$ cat src/rtl/ptw_pkg.sv
// ptw_pkg: shared definitions for the two-level page-table walker.
//   - PTE bit positions and the mask that turns a pointer PTE into a table base.
//   - Default root table address.
//   - FSM state encodings (3-bit) and the state enum built on them.
//   - index_offset(): turns a 10-bit VPN slice into a byte offset into a table.
package ptw_pkg;

  localparam int PTE_V = 0;
  localparam int PTE_R = 1;
  localparam int PTE_W = 2;
  localparam int PTE_X = 3;

  localparam logic [31:0] PTE_BASE_MASK     = 32'hFFFF_FFF0;
  localparam logic [31:0] ROOT_BASE_DEFAULT = 32'h0000_0400;

  localparam logic [2:0] S_IDLE    = 3'd0;
  localparam logic [2:0] S_L1_REQ  = 3'd1;
  localparam logic [2:0] S_L1_WAIT = 3'd2;
  localparam logic [2:0] S_L2_REQ  = 3'd3;
  localparam logic [2:0] S_L2_WAIT = 3'd4;
  localparam logic [2:0] S_DONE    = 3'd5;

  typedef enum logic [2:0] {
    ST_IDLE    = S_IDLE,
    ST_L1_REQ  = S_L1_REQ,
    ST_L1_WAIT = S_L1_WAIT,
    ST_L2_REQ  = S_L2_REQ,
    ST_L2_WAIT = S_L2_WAIT,
    ST_DONE    = S_DONE
  } ptw_state_t;

  // Each table entry is one 32-bit word, so the index is scaled by 4.
  function automatic logic [31:0] index_offset(input logic [9:0] idx);
    return {20'b0, idx, 2'b00};
  endfunction

endpackage

$ cat src/rtl/pte_decode.sv
// pte_decode: purely combinational classification of one page-table entry.
// Ports:
//   pte        in  32  raw PTE word
//   is_leaf    out 1   V and at least one of R/W/X
//   is_pointer out 1   V with R/W/X all clear
//   is_invalid out 1   V clear
//   next_base  out 32  next-level table base ({pte[31:4],4'b0})
//   ppn        out 20  pte[31:12]
//   flags      out 4   pte[3:0]
module pte_decode
  import ptw_pkg::*;
(
  input  logic [31:0] pte,
  output logic        is_leaf,
  output logic        is_pointer,
  output logic        is_invalid,
  output logic [31:0] next_base,
  output logic [19:0] ppn,
  output logic [3:0]  flags
);

  logic any_perm;

  assign any_perm   = pte[PTE_R] | pte[PTE_W] | pte[PTE_X];
  assign is_invalid = ~pte[PTE_V];
  assign is_leaf    = pte[PTE_V] & any_perm;
  assign is_pointer = pte[PTE_V] & ~any_perm;
  assign next_base  = pte & PTE_BASE_MASK;
  assign ppn        = pte[31:12];
  assign flags      = pte[3:0];

endmodule

$ cat src/rtl/page_table_walker.sv
// page_table_walker: two-level walker between the TLB miss path and word memory.
// One walk in flight, no PTE caching. All outputs are registered.
//
// Handshake rule on every channel: a transfer happens on the rising edge where
// valid and ready are both high; the producer holds valid and payload stable
// until that edge, and never drops valid before it.
//
// Ports:
//   clk, rst            clock, synchronous active-high reset
//   walk_req_valid_i    TLB walk request valid
//   walk_req_ready_o    walker idle, can accept
//   walk_vaddr_i        virtual address to translate
//   walk_resp_valid_o   walk result valid
//   walk_resp_ready_i   TLB accepts result
//   walk_ppn_o          leaf PPN
//   walk_flags_o        leaf flags
//   walk_fault_o        translation fault
//   mem_req_valid_o     memory read request valid
//   mem_req_ready_i     memory ready for request
//   mem_addr_o          PTE byte address
//   mem_resp_valid_i    memory data valid
//   mem_resp_ready_o    walker accepts memory data
//   mem_data_i          PTE read data
//   dbg_state           current FSM state (ptw_pkg S_* encoding)
module page_table_walker
  import ptw_pkg::*;
#(
  parameter logic [31:0] ROOT_BASE = ROOT_BASE_DEFAULT
) (
  input  logic        clk,
  input  logic        rst,
  input  logic        walk_req_valid_i,
  output logic        walk_req_ready_o,
  input  logic [31:0] walk_vaddr_i,
  output logic        walk_resp_valid_o,
  input  logic        walk_resp_ready_i,
  output logic [19:0] walk_ppn_o,
  output logic [3:0]  walk_flags_o,
  output logic        walk_fault_o,
  output logic        mem_req_valid_o,
  input  logic        mem_req_ready_i,
  output logic [31:0] mem_addr_o,
  input  logic        mem_resp_valid_i,
  output logic        mem_resp_ready_o,
  input  logic [31:0] mem_data_i,
  output logic [2:0]  dbg_state
);

  ptw_state_t  state;
  logic [9:0]  vpn0_q;   // only the L2 index is needed after the L1 address is formed

  logic        dec_is_leaf;
  logic        dec_is_pointer;
  logic        dec_is_invalid;
  logic [31:0] dec_next_base;
  logic [19:0] dec_ppn;
  logic [3:0]  dec_flags;
  logic        l1_fault;
  logic        l2_fault;

  // The page offset never takes part in the walk.
  logic        unused_offset;
  assign unused_offset = ^walk_vaddr_i[11:0];

  pte_decode u_pte_decode (
    .pte        (mem_data_i),
    .is_leaf    (dec_is_leaf),
    .is_pointer (dec_is_pointer),
    .is_invalid (dec_is_invalid),
    .next_base  (dec_next_base),
    .ppn        (dec_ppn),
    .flags      (dec_flags)
  );

  // Superpages are not supported, so a leaf at L1 is a fault just like V=0.
  assign l1_fault = dec_is_invalid | dec_is_leaf;
  assign l2_fault = dec_is_invalid | dec_is_pointer;

  assign dbg_state = state;

  always_ff @(posedge clk) begin
    if (rst) begin
      state             <= ST_IDLE;
      vpn0_q            <= '0;
      walk_req_ready_o  <= 1'b1;
      walk_resp_valid_o <= 1'b0;
      walk_ppn_o        <= '0;
      walk_flags_o      <= '0;
      walk_fault_o      <= 1'b0;
      mem_req_valid_o   <= 1'b0;
      mem_addr_o        <= '0;
      mem_resp_ready_o  <= 1'b0;
    end else begin
      case (state)
        ST_IDLE: begin
          if (walk_req_valid_i && walk_req_ready_o) begin
            vpn0_q           <= walk_vaddr_i[21:12];
            walk_req_ready_o <= 1'b0;
            mem_addr_o       <= ROOT_BASE + index_offset(walk_vaddr_i[31:22]);
            mem_req_valid_o  <= 1'b1;
            state            <= ST_L1_REQ;
          end
        end

        ST_L1_REQ: begin
          if (mem_req_valid_o && mem_req_ready_i) begin
            mem_req_valid_o  <= 1'b0;
            mem_resp_ready_o <= 1'b1;
            state            <= ST_L1_WAIT;
          end
        end

        ST_L1_WAIT: begin
          if (mem_resp_valid_i && mem_resp_ready_o) begin
            mem_resp_ready_o <= 1'b0;
            if (l1_fault) begin
              walk_fault_o      <= 1'b1;
              walk_ppn_o        <= '0;
              walk_flags_o      <= '0;
              walk_resp_valid_o <= 1'b1;
              state             <= ST_DONE;
            end else begin
              mem_addr_o      <= dec_next_base + index_offset(vpn0_q);
              mem_req_valid_o <= 1'b1;
              state           <= ST_L2_REQ;
            end
          end
        end

        ST_L2_REQ: begin
          if (mem_req_valid_o && mem_req_ready_i) begin
            mem_req_valid_o  <= 1'b0;
            mem_resp_ready_o <= 1'b1;
            state            <= ST_L2_WAIT;
          end
        end

        ST_L2_WAIT: begin
          if (mem_resp_valid_i && mem_resp_ready_o) begin
            mem_resp_ready_o  <= 1'b0;
            walk_resp_valid_o <= 1'b1;
            if (l2_fault) begin
              walk_fault_o <= 1'b1;
              walk_ppn_o   <= '0;
              walk_flags_o <= '0;
            end else begin
              walk_fault_o <= 1'b0;
              walk_ppn_o   <= dec_ppn;
              walk_flags_o <= dec_flags;
            end
            state <= ST_DONE;
          end
        end

        ST_DONE: begin
          // Ready rises only after the accept edge, so no new request can be
          // taken on the same edge the result is consumed.
          if (walk_resp_ready_i) begin
            walk_resp_valid_o <= 1'b0;
            walk_req_ready_o  <= 1'b1;
            state             <= ST_IDLE;
          end
        end

        default: begin
          state            <= ST_IDLE;
          walk_req_ready_o <= 1'b1;
          mem_req_valid_o  <= 1'b0;
          mem_resp_ready_o <= 1'b0;
        end
      endcase
    end
  end

endmodule
$ cat config.mk
export PLATFORM = sky130hd
export DESIGN_NAME = page_table_walker
export DESIGN_NICKNAME = d
export VERILOG_FILES = /design/src/rtl/ptw_pkg.sv /design/src/rtl/pte_decode.sv /design/src/rtl/page_table_walker.sv
export SDC_FILE = /design/constraint.sdc
export NUM_CORES = 1
export LEC_CHECK = 0
export ABC_AREA = 1
export CAP_MARGIN = 40
export CELL_PAD_IN_SITES_DETAIL_PLACEMENT = 2
export CELL_PAD_IN_SITES_GLOBAL_PLACEMENT = 2
export CORE_MARGIN = 2
export CORE_UTILIZATION = 23
export DETAILED_ROUTE_END_ITERATION = 12
export PLACE_DENSITY = 0.85
export SETUP_SLACK_MARGIN = 0.15
export SYNTH_ARGS = -nofsm -noshare
export SYNTH_HDL_FRONTEND = slang
export SYNTH_HIERARCHICAL = 1
export SYNTH_SLANG_ARGS = --single-unit
$ cat constraint.sdc
create_clock -name clk -period 1.9 [get_ports clk]
set_input_delay 0.475 -clock clk [delete_from_list [all_inputs] [get_ports clk]]
set_output_delay 0.475 -clock clk [all_outputs]
set_load 0.005 [all_outputs]
# Word level (Yosys, flattened, before mapping)
# Cells that the tools add are included.
# totals
memories	0
mem_bits_rw	0
wordCells	99
in_bits	70
out_inout_bits	64
register_bits	74
latch_bits	0
mem_bits_ro	0
# classes
order_cmp	0
div	0
bitwise_logic	11
mux	41
n_eq_ne	15
n_reduce_logical	20
add_sub_neg	2
multipliers	0
shift	0
# ops
op	count
32-bit two-way mux	3
20-bit two-way mux	4
32-bit one-hot mux with 2 select lines	1
20-bit one-hot mux with 2 select lines	1
32-bit by 12-bit adder with 32-bit output	1
3-bit two-way mux	7
3-bit one-hot mux with 6 select lines	1
4-bit two-way mux	4
2-bit != test (second input constant)	8
1-bit two-way mux	14
11-bit by 12-bit adder with 13-bit output (first input constant)	1
5-bit AND reduction	2
1-bit one-hot mux with 3 select lines	3
4-bit one-hot mux with 2 select lines	1
4-bit AND reduction	2
2-bit OR reduction	4
3-bit by 2-bit equality test with 1-bit output (second input constant)	2
3-bit equality test (second input constant)	2
3-bit AND reduction	2
6-bit AND reduction	1
1-bit NOT	5
2-bit by 1-bit != test with 1-bit output (second input constant)	2
1-bit OR	4
1-bit one-hot mux with 4 select lines	1
9 further kinds	13

# Depth between registers and ports, before layout
# Gate-level depths: netlist of run 1.
# depth
depth_word	8
mapped_depth	14
mapped_depth_nobuf	13

# Hierarchy
# Netlist of run 1, hierarchy kept.
# modules_own_cells
module	seq_area_each_um2	n_inst	area_each_um2	cells_each
page_table_walker	1481.4	1	4132.7	609
pte_decode	0.0	1	450.4	63

# Least setup slack after synthesis of run 1
# No wires, ideal clock.
# synth_timing
path_kind	input -> register
startpoint	input mem_data_i[4]
endpoint	register mem_addr_o[9]
setup_ns	0.132
slack_ns	-0.069
required_time_ns	1.768
stages	9
n_path_buf	1
t_arrival_ns	1.837
path_cell_list	buf_4 -> ha_1 -> or2_2 -> and2_1 -> nand2_1 -> nand2_1 -> xor2_1 -> o21ai_0 -> a21oi_1
# synth_between
elab_chain_cells	4
# synth_lines
item	line_no	rtl
start, declared	page_table_walker.sv:45	input logic [31:0] mem_data_i,
32-bit by 12-bit adder with 32-bit output	page_table_walker.sv:123	mem_addr_o <= dec_next_base + index_offset(vpn0_q);
32-bit two-way mux	page_table_walker.sv:116	if (l1_fault) begin
32-bit two-way mux	page_table_walker.sv:114	if (mem_resp_valid_i && mem_resp_ready_o) begin
32-bit one-hot mux with 2 select lines	page_table_walker.sv:94	case (state)
end signal, assigned	page_table_walker.sv:99	mem_addr_o <= ROOT_BASE + index_offset(walk_vaddr_i[31:22]);
end signal, assigned	page_table_walker.sv:123	
end, declared	page_table_walker.sv:42	output logic [31:0] mem_addr_o,
# Every way passes these cells. The select of a mux whose other input is x is not followed.
# A chain may end at the register's enable or synchronous reset.

# Worst setup path after layout of run 1
# layout_timing
startpoint	register vpn0_q[7]
endpoint	register mem_addr_o[11]
# layout_between
elab_chain_cells	4
# layout_lines
item	line_no	rtl
start, declared	page_table_walker.sv:50	logic [9:0] vpn0_q;
start signal, assigned	page_table_walker.sv:97	vpn0_q <= walk_vaddr_i[21:12];
32-bit by 12-bit adder with 32-bit output	page_table_walker.sv:123	
32-bit two-way mux	page_table_walker.sv:116	
32-bit two-way mux	page_table_walker.sv:114	
32-bit one-hot mux with 2 select lines	page_table_walker.sv:94	
# Every way passes these cells. The select of a mux whose other input is x is not followed.

==> summary.md, run 1 <==
| Metric | Value |
|---|---|
| RSZ-0062 raised after global routing | `true` |
| Insertion delay to the later sink of the worst-skew pair | `0.36 ns` |
| Via count | `5228` |
| Worst R2R Path Depth | `11` |
| Global route overflow | `0` |
| Leakage power | `3.14 nW` |
| Maximum vdd drop | `432 uV` |
| Ys flop type | `dfxtp_1` |
| Max-cap violations | `0` |
| Max-slew violations | `0` |
| Top cell type's share of synthesized area | `0.323` |
| Vias in the first global route | `5731` |
| Post-CTS Hold Buffers | `0` |
| Synth top cells by count | `nand2_1, dfxtp_1, a21oi_1, inv_1, buf_4` |
| Die area | `0.0211 mm2` |
| CP endpoint kind | `flip-flop` |
| Logic pwr share | `0.483` |
| CP Cell Sequence | `ha_4 > nand2_4 > inv_1 > nand2_1 > nand2_4 > inv_2 > nand3_4 > nand2_1 > nand3_1 > o211ai_1 > a21oi_1` |
| Clock Pin Slew Worst Setup and Hold Paths | `0.07 ns` |
| IO Count | `134` |
| Area growth from synthesis to layout | `62.7%` |
| CTS sink cnt | `74` |
| Top cells by area, synth | `dfxtp_1, nand2_1, buf_4, a21oi_1, inv_1` |
| P_int | `4.55 mW` |
| Layout fillers | `2241` |
| Crit-path max cell delay | `0.34 ns` |
| Vias/cell | `4.73` |
| Final worst path period share | `0.943` |
| Buf/Inv on CP | `2` |
| WS Path Type | `flip-flop to flip-flop` |
| Seq/Total Area, Yosys | `0.323` |
| Clock buffer count from CTS | `9` |
| Met1 usage in global routing | `0.226` |
| CP startpoint kind | `flip-flop` |
| Root buf cell | `clkbuf_16` |
| Synth Register Bits | `74` |
| Yosys cell types | `44` |
| Num rows | `51` |
| Per-cell routed wire length | `20.2 um` |
| TritonCTS clock tree | `yes` |
| P_sw | `3.07 mW` |
| Nets | `917` |
| Layout cells sized above 1 | `0.364` |
| CP Data Required Time | `2.13 ns` |
| M2 GR Usage | `0.340` |
| Outcome | `completed` |
| Mapped Cells | `672` |
| Reg-to-reg critical path endpoint | `mem_addr_o[11]` |
| Starting density of the core | `0.235` |
| Chip Width | `145 um` |
| Met3 Use GR | `0.0396` |
| Initial DRT Pass Iterations | `4` |
| Worst Skew | `0.0158 ns` |
| Initial antenna violation count | `0` |
| Global-route wire length before repair | `31600 um` |
| Worst hold slack | `0.397 ns` |
| Drt drc | `0` |
| Initial DRC Count | `148` |
| Syn avg cell area | `6.82 um2` |
| Setup slack, reg-to-reg | `0.11 ns` |
| Reg power frac | `0.272` |
| Die height | `145 um` |
| Sw Share | `0.402` |
| Most frequent cell after synthesis | `nand2_1` |
| Final Setup Violations | `0` |
| EDFF count, synth | `0` |
| Routability cong. | `0.854` |
| Power Total | `7.62 mW` |
| Hold Crit Depth | `3` |
| Final hold viol count | `0` |
| Largest area contributor in the netlist | `dfxtp_1` |
| Warnings from Yosys | `6` |
| Crit path max fanout | `4` |
| Final Critical Period | `1.79 ns` |
| Hold Path Class | `input pin to flip-flop` |
| Worst Hold Path EP | `walk_flags_o[0]` |
| WL final | `22400 um` |
| Total core area | `0.0195 mm2` |
| Total GRT Usage | `0.190` |
| Hpwl dp | `14600 um` |
| Crit-path leading delay family | `simple AND/OR/NAND/NOR gates` |
| N_diodes | `0` |
| Clk network pwr share | `0.245` |
| Post-synthesis async set-or-reset flop share | `0` |
| Busiest grt layer | `met2` |
| CTS H-tree depth | `3` |
| Mapped Area | `0.00458 mm2` |
| R2r startpoint | `vpn0_q[7]` |
| Largest net degree at the start of global routing | `55` |
| PortBufs | `121` |
| Hold_sp | `mem_data_i[0]` |
| Max clock buf depth | `2` |
| Detail Route Antenna Nets | `0` |
| FMAX | `0.558 GHz` |
| Worst path arrival time | `2.03 ns` |
| Pwr Density | `1020 mW/mm2` |
| Highest-delay cell along the critical path | `dfxtp_2` |
[worst reg2reg max path, stage by stage (launching register included)]
cell and delay [ns]:
dfxtp_2 0.34, ha_4 0.29, nand2_4 0.13, inv_1 0.07, nand2_1 0.12, nand2_4 0.08
inv_2 0.12, nand3_4 0.13, nand2_1 0.09, nand3_1 0.09, o211ai_1 0.12, a21oi_1 0.09
[placed cells by master, fill, tap and decap left out, types with 13 or more instances in the layout]
master           instances
a21oi_1                 54
a21oi_2                 14
buf_4                   88
clkdlybuf4s50_1         87
dfxtp_1                 55
dfxtp_2                 15
inv_1                   50
inv_2                   14
nand2_1                140
nand2_2                 33
nand2_4                 13
nand3_1                 27
nand3_2                 18
nor2_1                  18
nor2_2                  14
o21ai_0                 20
[registers in the layout, indices dropped and copies added, names as in the netlist]
name               cells
walk_fault_o           1
walk_ppn_o            20
walk_resp_valid_o      1
mem_req_valid_o        1
mem_resp_ready_o       1
walk_flags_o           4
dbg_state              3
walk_req_ready_o       1
mem_addr_o            32
vpn0_q                10
[logic make-up (layout without fill, tap and decap cells)]
family / Yosys count / count (layout) / synth area share
AND/OR/NAND/NOR: 320 / 320 / 0.316
buffers and inverters: 142 / 307 / 0.169
AO/OA/AOI/OAI: 117 / 117 / 0.145
flip-flops: 74 / 74 / 0.323
adder cells (fa/ha/maj): 12 / 12 / 0.0344
XOR/XNOR: 6 / 6 / 0.0115
other: 1 / 4 / 0.000818
[stage by stage]
| step | worst slack, ns | cell area [um2] | TNS (ns) | instances | util |
|---|---|---|---|---|---|
| finish | 0.109 | 7460 | 0 | 1105 | 0.382 |
| global route | 0.0613 | 7460 | 0 | 1105 | 0.382 |
| CTS | 0.147 | 6980 | 0 | 1093 | 0.358 |
| detailed placement | -0.610 | 6440 | -24.02 | 1070 | 0.330 |
| global placement | -0.501 | 6440 | -19.91 | 1070 | 0.330 |
| floorplan | 0.142 | 4750 | 0 | 675 | - |
[layout make-up]
| type | count | area (um2) | area share |
|---|---|---|---|
| Clock buffer | 10 | 239 | 0.0320 |
| Clock inverter | 6 | 72.6 | 0.00973 |
| Inverter | 65 | 251 | 0.0337 |
| Multi-Input combinational cell | 459 | 2990 | 0.401 |
| Sequential cell | 74 | 1520 | 0.203 |
| Tap cell | 265 | 332 | 0.0445 |
| Timing Repair Buffer | 224 | 2040 | 0.274 |
| Timing Repair inverter | 2 | 12.5 | 0.00168 |
[how the worst max path moves through the flow]
stage                               from        endpoint  slack, ns  depth (start not counted)
after floorplan            mem_data_i[4]  mem_addr_o[13]       0.14                         10
after global placement     mem_data_i[2]  mem_addr_o[30]      -0.50                         11
after detailed placement   mem_data_i[5]  mem_addr_o[18]      -0.61                         10
after CTS                 mem_data_i[24]  mem_addr_o[30]       0.15                          8
after global routing           vpn0_q[9]  mem_addr_o[25]       0.06                         13
final                          vpn0_q[7]  mem_addr_o[11]       0.11                         11
[timing repair]
action | 4_1_cts | 5_1_grt
pin swaps | 23 | 59
resized for setup | 102 | 128
cloned | 2 | 0
setup buffers | 5 | 12
setup endpoints to repair | 67 | 47
[power by group through the flow]
| stage | Sequential [mW] | Combinational [mW] | Clock [mW] |
|---|---|---|---|
| after floorplan | 2.04 | 1.62 | 0 |
| after global routing | 2.10 | 3.98 | 1.95 |
| after detailed placement | 2.07 | 3.05 | 0 |
| after CTS | 2.05 | 3.23 | 1.90 |
| final | 2.07 | 3.68 | 1.87 |
| after global placement | 2.05 | 2.94 | 0 |
[metal layers]
metal	wire, um	vias to the layer above
li1	-	2471
met1	9090	2590
met2	11600	134
met3	935	33
met4	704	0
met5	0	-
Note: power is estimated with default switching activity, not from simulation.
==> run 2, diff against run 1 <==
--- a/config.mk
+++ b/config.mk
@@ -12,7 +12,7 @@
 export CORE_MARGIN = 2
 export CORE_UTILIZATION = 23
 export DETAILED_ROUTE_END_ITERATION = 12
-export PLACE_DENSITY = 0.85
+export PLACE_DENSITY_LB_ADDON = 0.08
 export SETUP_SLACK_MARGIN = 0.15
 export SYNTH_ARGS = -nofsm -noshare
 export SYNTH_HDL_FRONTEND = slang
==> constraint.sdc (replaced) <==
create_clock -name clk -period 1.9 [get_ports clk]
set_input_delay 0.475 -clock clk [delete_from_list [all_inputs] [get_ports clk]]
set_output_delay 0.475 -clock clk [all_outputs]
set_load 0.05 [all_outputs]
==> run 2 against run 1 <==
Total power up 4.9%; routed wire length down 17%; cell count about the same; clock-buffer cell count unchanged; design area down 4.1%; non-clock buffer count up 4; sequential share of layout area up 0.67 points; first-iteration DRC count down 14%; hold slack better by 0.019 ns; via count down 4.8%; register-to-register slack better by 0.07 ns.
==> summary.md, run 2 (same netlist as run 1, synthesis figures left out) <==
| Metric | Value |
|---|---|
| Final worst path period share | `0.922 (-0.0214)` |
| Per-cell routed wire length | `16.8 um (-17%)` |
| Setup slack, reg-to-reg | `0.18 ns (+0.07 ns)` |
| Total GRT Usage | `0.176 (-0.0136)` |
| Setup TNS | `0 ns (unchanged)` |
| Footprint of the multi-input gates | `0.00283 mm2 (-5.4%)` |
| Reg-to-reg critical path endpoint | `mem_addr_o[23]` |
| Hold_sp | `mem_data_i[1]` |
| Max clock buf depth | `2 (unchanged)` |
| Pre-CTS WS | `-0.542 ns (+0.0685 ns)` |
| R2r startpoint | `vpn0_q[8]` |
| Largest reg by FF count | `mem_addr_o` |
| Root buf cell | `clkbuf_16` |
| Global-route wire length before repair | `29500 um (-6.8%)` |
| Vias/cell | `4.50 (-4.8%)` |
| Starting density of the core | `0.235 (unchanged)` |
| Die height | `145 um (unchanged)` |
| Final hold viol count | `0 (unchanged)` |
| Layout fillers | `2301 (+2.7%)` |
| M2 GR Usage | `0.305 (-0.0348)` |
| Met1 usage in global routing | `0.230 (+0.00396)` |
| CTS sink cnt | `74 (unchanged)` |
| CTS H-tree depth | `3 (unchanged)` |
| Clock buffer count from CTS | `9 (unchanged)` |
| Leakage power | `3.11 nW (-1.1%)` |
| N_diodes | `0 (unchanged)` |
| Die area | `0.0211 mm2 (unchanged)` |
| Largest net degree at the start of global routing | `55 (unchanged)` |
| Busiest grt layer | `met2` |
| Detail Route Antenna Nets | `0 (unchanged)` |
| CP Data Required Time | `2.18 ns (+0.05 ns)` |
| FMAX | `0.571 GHz (+2.3%)` |
| CP endpoint kind | `flip-flop` |
| Initial DRC Count | `127 (-14%)` |
| Via count | `4979 (-4.8%)` |
| Commonest non-fill, non-tap cell in the layout | `buf_4` |
| Initial antenna violation count | `0 (unchanged)` |
| Final Setup Violations | `0 (unchanged)` |
| Worst R2R Path Depth | `10 (-1)` |
| Max-slew violations | `0 (unchanged)` |
| Largest register FFs | `32 (unchanged)` |
| Worst Hold Path EP | `walk_flags_o[1]` |
| Pwr Density | `1120 mW/mm2 (+9.4%)` |
| Total core area | `0.0195 mm2 (unchanged)` |
| Commonest non-fill, non-tap cells in the layout | `buf_4, nand2_1, dfxtp_1` |
| Maximum vdd drop | `461 uV (+6.6%)` |
| Layout cells sized above 1 | `0.382 (+0.0174)` |
| Worst path arrival time | `2.03 ns (about the same)` |
| Worst hold slack | `0.416 ns (+0.0195 ns)` |
| CP startpoint kind | `input pin` |
| Hpwl dp | `14600 um (-0.25%)` |
| Drt drc | `0 (unchanged)` |
| Final Critical Period | `1.75 ns (-0.0406 ns)` |
| Outcome | `completed` |
| Global route overflow | `0 (unchanged)` |
| RSZ-0062 raised after global routing | `true` |
| Hold Crit Depth | `3 (unchanged)` |
| Hold Path Class | `input pin to flip-flop` |
| Met3 Use GR | `0.0340 (-0.00566)` |
| Storage cell area | `0.00150 mm2 (-0.99%)` |
| Num rows | `51 (unchanged)` |
| Routability cong. | `0.839 (-1.7%)` |
| Worst Skew | `0.0103 ns (-0.00558 ns)` |
| Nets | `919 (+0.22%)` |
| IO Count | `134 (unchanged)` |
| Max-cap violations | `0 (unchanged)` |
| Final WS setup | `0.149 ns (+0.0406 ns)` |
| PortBufs | `121 (unchanged)` |
| WS Path Type | `input pin to flip-flop` |
| Area growth from synthesis to layout | `56.0%` |
| Insertion delay to the later sink of the worst-skew pair | `0.35 ns (about the same)` |
| WL final | `18600 um (-17%)` |
| Vias in the first global route | `5335 (-6.9%)` |
| Initial DRT Pass Iterations | `4 (unchanged)` |
| Crit path max fanout | `6 (+2)` |
| TritonCTS clock tree | `yes` |
| Clock Pin Slew Worst Setup and Hold Paths | `0.06 ns (about the same)` |
| Chip Width | `145 um (unchanged)` |
| Post-CTS Hold Buffers | `0 (unchanged)` |
| Top Registers | `mem_addr_o: 32 flops, walk_ppn_o: 20 flops, vpn0_q: 10 flops` |
-- run 2: layer usage --
layer  part of all wire  vias up
met5                  0        -
met4             0.0069        0
met3              0.035       10
met2               0.49       80
met1               0.46     2424
li1                   -     2465
-- run 2: through the flow --
stage | cell area (um2) | utilization | std cells | total power, mW
6_report | 7150 | 0.366 | 1106 | 7.99
5_1_grt | 7150 | 0.366 | 1106 | 8.52
4_1_cts | 6890 | 0.353 | 1100 | 7.89
3_5_place_dp | 6380 | 0.327 | 1077 | 5.89
3_3_place_gp | 6380 | 0.327 | 1077 | 5.80
2_1_floorplan | 4750 | - | 675 | 4.32
-- run 2: power by group --
group          total [mW]  internal, mW  switching (mW)
combinational        4.17          1.67            2.50
clock                1.76          1.04           0.716
sequential           2.07          1.84           0.233
total                7.99          4.55            3.45
-- run 2: repair_timing --
action / CTS / global route
pin swaps: 30 / 44
buffers inserted: 8 / 6
setup endpoints to repair: 59 / 56
endpoints found under the hold margin: 0 / 0
gates resized for setup: 91 / 64
gates cloned: 0 / 0
-- run 2: worst max-delay path by stage --
stage	start	to	slack (ns)	cells after the start
CTS	vpn0_q[2]	mem_addr_o[13]	0.14	10
global route	mem_data_i[8]	mem_addr_o[21]	0.05	13
floorplan	mem_data_i[4]	mem_addr_o[13]	0.14	10
global placement	mem_data_i[5]	mem_addr_o[12]	-0.50	12
finish	mem_data_i[9]	mem_addr_o[23]	0.15	11
detailed placement	mem_data_i[5]	mem_addr_o[12]	-0.54	12
-- run 2: worst max-delay path, stage by stage --
cell	delay [ns]
dlygate4sd2_1	0.26
ha_4	0.32
nand2_4	0.08
buf_4	0.14
nor3_2	0.19
nand2_1	0.12
nand2_4	0.13
nand2_1	0.07
nand2_2	0.07
nand3_2	0.06
a21oi_2	0.12
-- run 2: layout make-up --
class | instances | area share
Multi-Input combinational cell | 459 | 0.396
Timing Repair Buffer | 228 | 0.271
Sequential cell | 74 | 0.210
Tap cell | 265 | 0.0464
Inverter | 65 | 0.0352
Clock buffer | 10 | 0.0334
Clock inverter | 5 | 0.00770
